**src/rtl/sha_pkg.sv**
```systemverilog
// Shared definitions for the SHA-2 working/digest register bank.
package sha_pkg;

  // FSM state encoding
  typedef logic [1:0] state_t;
  localparam state_t ST_IDLE  = 2'd0;
  localparam state_t ST_RUN   = 2'd1;
  localparam state_t ST_FINAL = 2'd2;

  // Default rounds per word width
  localparam int unsigned ROUNDS_256 = 64;
  localparam int unsigned ROUNDS_512 = 80;

  // Initial hash values, H0 in the MSBs
  localparam logic [255:0] SHA256_IV = {
    32'h6a09e667, 32'hbb67ae85, 32'h3c6ef372, 32'ha54ff53a,
    32'h510e527f, 32'h9b05688c, 32'h1f83d9ab, 32'h5be0cd19
  };

  localparam logic [511:0] SHA512_IV = {
    64'h6a09e667f3bcc908, 64'hbb67ae8584caa73b, 64'h3c6ef372fe94f82b, 64'ha54ff53a5f1d36f1,
    64'h510e527fade682d1, 64'h9b05688c2b3e6c1f, 64'h1f83d9abfb41bd6b, 64'h5be0cd19137e2179
  };

  // Rounds per block for a given word width
  function automatic int unsigned default_rounds(input int unsigned width);
    return (width == 64) ? ROUNDS_512 : ROUNDS_256;
  endfunction

endpackage

```
**src/rtl/sha_word_reg.sv**
```systemverilog
// Single WIDTH-bit load-enable register, async active-high clear.
module sha_word_reg #(
  parameter int unsigned WIDTH = 32
) (
  input  logic             CLK,
  input  logic             RST,
  input  logic             en_i,
  input  logic [WIDTH-1:0] d_i,
  output logic [WIDTH-1:0] q_o
);

  // Load when enabled, otherwise hold
  always_ff @(posedge CLK or posedge RST) begin
    if (RST)       q_o <= '0;
    else if (en_i) q_o <= d_i;
  end

endmodule

```
**src/rtl/sha_state_regbank.sv**
```systemverilog
// SHA-2 working variables A..H and chaining words H0..H7 with block sequencing.
// Optional synchronous clear input zeroize_i under macro SHA_STATE_ZEROIZE_EN.
module sha_state_regbank
  import sha_pkg::*;
#(
  parameter  int unsigned WIDTH  = 32,
  parameter  int unsigned ROUNDS = default_rounds(WIDTH),
  localparam int unsigned RW     = $clog2(ROUNDS)
) (
  input  logic               CLK,
  input  logic               RST,
  input  logic               start_i,
  input  logic               first_i,
  input  logic [8*WIDTH-1:0] iv_i,
  input  logic               round_valid_i,
  input  logic [WIDTH-1:0]   t1_i,
  input  logic [WIDTH-1:0]   t2_i,
`ifdef SHA_STATE_ZEROIZE_EN
  input  logic               zeroize_i,
`endif
  output logic [8*WIDTH-1:0] work_o,
  output logic [8*WIDTH-1:0] digest_o,
  output logic [RW-1:0]      round_o,
  output logic               busy_o,
  output logic               done_o
);

  logic [WIDTH-1:0] work_q [8];
  logic [WIDTH-1:0] work_d [8];
  logic [WIDTH-1:0] dig_q  [8];
  logic [WIDTH-1:0] dig_d  [8];
  logic             work_en;
  logic             dig_en;

  state_t           state_q, state_d;
  logic [RW-1:0]    round_q, round_d;
  logic             busy_q, busy_d;
  logic             done_q, done_d;
  logic             last_round;

  assign last_round = (round_q == RW'(ROUNDS - 1));

  // Next-state, next-word muxing and modular adders
  always_comb begin
    state_d = state_q;
    round_d = round_q;
    work_en = 1'b0;
    dig_en  = 1'b0;
    for (int k = 0; k < 8; k++) begin
      work_d[k] = work_q[k];
      dig_d[k]  = dig_q[k];
    end

    case (state_q)
      ST_IDLE: begin
        if (start_i) begin
          work_en = 1'b1;
          round_d = '0;
          state_d = ST_RUN;
          if (first_i) begin
            // A new message seeds the chaining value too, so FINAL adds onto the IV
            dig_en = 1'b1;
            for (int k = 0; k < 8; k++) begin
              work_d[k] = iv_i[(7-k)*WIDTH +: WIDTH];
              dig_d[k]  = iv_i[(7-k)*WIDTH +: WIDTH];
            end
          end else begin
            for (int k = 0; k < 8; k++) work_d[k] = dig_q[k];
          end
        end
      end
      ST_RUN: begin
        if (round_valid_i) begin
          work_en = 1'b1;
          for (int k = 1; k < 8; k++) work_d[k] = work_q[k-1];
          work_d[4] = work_q[3] + t1_i;
          work_d[0] = t1_i + t2_i;
          if (last_round) begin
            round_d = '0;
            state_d = ST_FINAL;
          end else begin
            round_d = round_q + RW'(1);
          end
        end
      end
      ST_FINAL: begin
        dig_en = 1'b1;
        for (int k = 0; k < 8; k++) dig_d[k] = dig_q[k] + work_q[k];
        state_d = ST_IDLE;
      end
      default: state_d = ST_IDLE;
    endcase

    busy_d = (state_d != ST_IDLE);
    done_d = (state_q == ST_FINAL);

`ifdef SHA_STATE_ZEROIZE_EN
    if (zeroize_i) begin
      work_en = 1'b1;
      dig_en  = 1'b1;
      for (int k = 0; k < 8; k++) begin
        work_d[k] = '0;
        dig_d[k]  = '0;
      end
      round_d = '0;
      state_d = ST_IDLE;
      busy_d  = 1'b0;
      done_d  = 1'b0;
    end
`endif
  end

  // Sixteen word registers and output packing (word 0 in the MSBs)
  for (genvar k = 0; k < 8; k++) begin : g_words
    sha_word_reg #(.WIDTH(WIDTH)) u_work (
      .CLK  (CLK),
      .RST  (RST),
      .en_i (work_en),
      .d_i  (work_d[k]),
      .q_o  (work_q[k])
    );
    sha_word_reg #(.WIDTH(WIDTH)) u_dig (
      .CLK  (CLK),
      .RST  (RST),
      .en_i (dig_en),
      .d_i  (dig_d[k]),
      .q_o  (dig_q[k])
    );
    assign work_o[(7-k)*WIDTH +: WIDTH]   = work_q[k];
    assign digest_o[(7-k)*WIDTH +: WIDTH] = dig_q[k];
  end

  // Control state registers
  always_ff @(posedge CLK or posedge RST) begin
    if (RST) begin
      state_q <= ST_IDLE;
      round_q <= '0;
      busy_q  <= 1'b0;
      done_q  <= 1'b0;
    end else begin
      state_q <= state_d;
      round_q <= round_d;
      busy_q  <= busy_d;
      done_q  <= done_d;
    end
  end

  assign round_o = round_q;
  assign busy_o  = busy_q;
  assign done_o  = done_q;

endmodule

```
**config.mk**
```make
export PLATFORM = sky130hd
export DESIGN_NAME = sha_state_regbank
export DESIGN_NICKNAME = d
export VERILOG_FILES = /design/src/rtl/sha_pkg.sv /design/src/rtl/sha_word_reg.sv /design/src/rtl/sha_state_regbank.sv
export SDC_FILE = /design/constraint.sdc
export NUM_CORES = 2
export LEC_CHECK = 0
export BUFFER_PORTS_ARGS = -buffer_cell sky130_fd_sc_hd__buf_2
export CAP_MARGIN = 5
export CORE_AREA = 2 2 329 331
export DETAILED_ROUTE_END_ITERATION = 12
export DIE_AREA = 0 0 331 333
export PLACE_DENSITY_LB_ADDON = 0.05
export REMOVE_ABC_BUFFERS = 1
export SYNTH_ARGS = -nofsm -noshare
export SYNTH_HDL_FRONTEND = slang
export SYNTH_SLANG_ARGS = --single-unit
```
**constraint.sdc**
```tcl
create_clock -name CLK -period 23.1 [get_ports CLK]
set_input_delay 4.62 -clock CLK [delete_from_list [all_inputs] [get_ports CLK]]
set_output_delay 4.62 -clock CLK [all_outputs]
set_load 0.01 [all_outputs]
```
==> impl_metrics.ini <==
[run_status]
status = finished clean

[route]
wl_per_cell_um = 24.5
drc_errors = 0
drt-pass1-iter-count = 6
drtIter0Drc = 2397
antenna_left = 0
vias_per_cell = 5.74
routed_wl_mm = 169
vias = 39600

[sta]
worst_pin_slew_ns = 1.14
fmax_mhz = 124
min_period_over_period_pct = 34.8
min_period_ns = 8.04
rsz0062_at_grt = no
relSlewSlack_pct = 24.0
setup_tns_ns = 0
finalClockSkew_ns = 0.0299
final-hold-violation-count = 0
slew_viol_final = 0
setup_viol = 0

[critical_path]
start_kind = primary input
worstPathArrival_ns = 8.51
r2r_cells = 12
r2r_setup_slack_ns = 18.79
cp_max_fo = 42
cp_slowest_stage_delay_ns = 0.75
cp-end-kind = register
crit_top_cell = buf_4
worstPathRequired_ns = 23.57
rr_startpoint = g_words[0].u_work.q_o[0]$_DFFE_PP0P_
crit_path_top_delay_cell = buf_4
rr_endpoint = g_words[0].u_dig.q_o[30]$_DFFE_PP0P_
crit_type = in2reg
path_cells = buf_8, buf_4, buf_4, buf_4, buf_4, mux2i_1, nor2_1, a21oi_1, o31ai_1

[synthesis]
synthFlopType = dfrtp_1
ys_async_sr_fraction_pct = 100
netlist_instances = 4740
synth_top_cell_by_area = dfrtp_1
yosysSeqAreaShare_pct = 32.7
synth_seq_cells = 522
synth_top_area_share_pct = 32.7
synth_area_leaders = dfrtp_1 (33%), ha_1 (9.7%), mux2i_1 (6.7%)
synth_cell_types = 88
synth-edff-count = 0
syn-cell-area_um2 = 39900
ys_warn_count = 0
synth_area_per_cell_um2 = 8.43

[floorplanning]
io-pin-count = 845
die_h_um = 333
initial_core_util_pct = 37.5
num_rows = 120
die_area_um2 = 110000
fp.coreArea_um2 = 107000
die_w_um = 331

[clock_network]
cts_tree = yes
cts_max_level = 3
clkTransAtPathRegs_ns = 0.06
insertion_delay_ns = 0.65
cts_root_buf = clkbuf_16
clock_sinks = 522
postCtsSetupBuffers = 0
cts_buffer_depth = 3
ctsHoldBuffers = 0
numCtsBuffers = 70
ctsResizeCount = 0

[final_layout]
mostFrequentLayoutCells = buf_2 (843), nand2_1 (581), a21oi_1 (529)
area_growth_pct = 19.2
drive_gt1_share_pct = 18.8
fin_area_um2 = 47600
fin_nets = 6061
final_common_cell = buf_2

[grt]
gr-usage-met1_pct = 36.4
grt_pass1_vias = 38600
grt_util_met3_pct = 4.96
gr-usage-met2_pct = 51.9
grt.busiest_layer = met2
overflow = 0
grt_pass1_wl_mm = 249
grt_max_degree = 183
antenna_found_initial = 57
grt_usage_pct = 29.7

[min_path]
hold_path_depth = 1
min_from = round_o[4]$_DFFE_PP0P_
hold_class = reg2reg
holdPathEnd = round_o[4]$_DFFE_PP0P_

[pwr]
power.leakage_nw = 22.7
powerDensity_nw_per_um2 = 96.3
vdd_ir_drop_max_uv = 55.0

[placement]
port_buffers = 844
hpwl_mm = 127
dpl_cell_area_um2 = 45200
gp_congestion = 0.915

[flow_run]
max_cap_viol_count = 0
==> report_power, final <==
group | total [W] | internal [W] | switching, W
Combinational | 0.00213 | 0.000878 | 0.00125
Sequential | 0.00131 | 0.00106 | 0.000247
Clock | 0.00115 | 0.000692 | 0.000454
==> registers in the layout, indices dropped and copies added, names as in the netlist <==
name and count:
g_words.u_dig.q_o 256, g_words.u_work.q_o 256, round_o 6, state_q 2
busy_o 1, done_o 1
==> cells by family after synthesis <==
| kind of cell | after synthesis | synth area share, % |
|---|---|---|
| AOI/OAI and AO/OA | 1693 | 26.9 |
| xor gates and xnor gates | 272 | 5.96 |
| adders and majority gates | 321 | 10.2 |
| buffers and inverters | 355 | 3.45 |
| DFF | 522 | 32.7 |
| muxes | 269 | 6.74 |
| and+or+nand+nor | 1308 | 14.0 |
==> worst max-delay path by stage <==
stage                          from  slack (ns)                                    to  cells past startpoint
2_1_floorplan  state_q[1]$_DFF_PP0_        2.78                round_o[3]$_DFFE_PP0P_                      4
3_3_place_gp                first_i       14.53   g_words[0].u_dig.q_o[8]$_DFFE_PP0P_                      8
3_5_place_dp                first_i       14.47   g_words[0].u_dig.q_o[8]$_DFFE_PP0P_                      8
4_1_cts                     first_i       15.17   g_words[0].u_dig.q_o[8]$_DFFE_PP0P_                      8
5_1_grt                     first_i       14.90  g_words[0].u_work.q_o[8]$_DFFE_PP0P_                      9
6_report                    first_i       15.06  g_words[0].u_dig.q_o[12]$_DFFE_PP0P_                      9
==> stage by stage <==
stage	hold WS, ns	utilization [%]	power (W)	worst slack [ns]	cells
after floorplan	0.535	-	0.00271	2.78	4458
after global placement	0.497	42.4	0.00343	14.53	6746
after detailed placement	0.505	42.4	0.00344	14.47	6746
after CTS	0.518	44.6	0.00461	15.17	6869
after global routing	0.536	44.7	0.00490	14.90	6882
final	0.515	44.7	0.00458	15.06	6889
==> cell usage after synthesis (72+ instances only) <==
cell type,instances
a21o_1,154
a21oi_1,530
clkbuf_1,253
dfrtp_1,522
ha_1,311
inv_1,72
mux2i_1,268
nand2_1,581
nor2_1,415
o21ai_0,436
o221ai_1,182
xnor2_1,153
xor2_1,119
==> worst max-delay path: cells and delay by family <==
kind                   cells  cell delay, ns
buffers and inverters      5            2.99
muxes                      1            0.30
AOI/OAI and AO/OA          2            0.24
and+or+nand+nor            1            0.07
==> layout make-up <==
cell class              instances  area (um^2)
multi-input cells            3863        25500
flip-flops and latches        522        13100
fillers                     10800        59000
clock buffers                 111         2150
inverters                      73          283
repair buffers                885         4570
clock inverters                12          208
well taps                    1403         1760
diodes                         20         50.0
==> routing by layer <==
layer,wire length (um),share of wire (%),vias up
met4,6060,3.6,40
met5,252,0.15,-
met2,83500,49,1227
li1,-,-,18900
met3,10200,6.0,298
met1,69100,41,19100
Note: power is estimated with default switching activity, not from simulation.
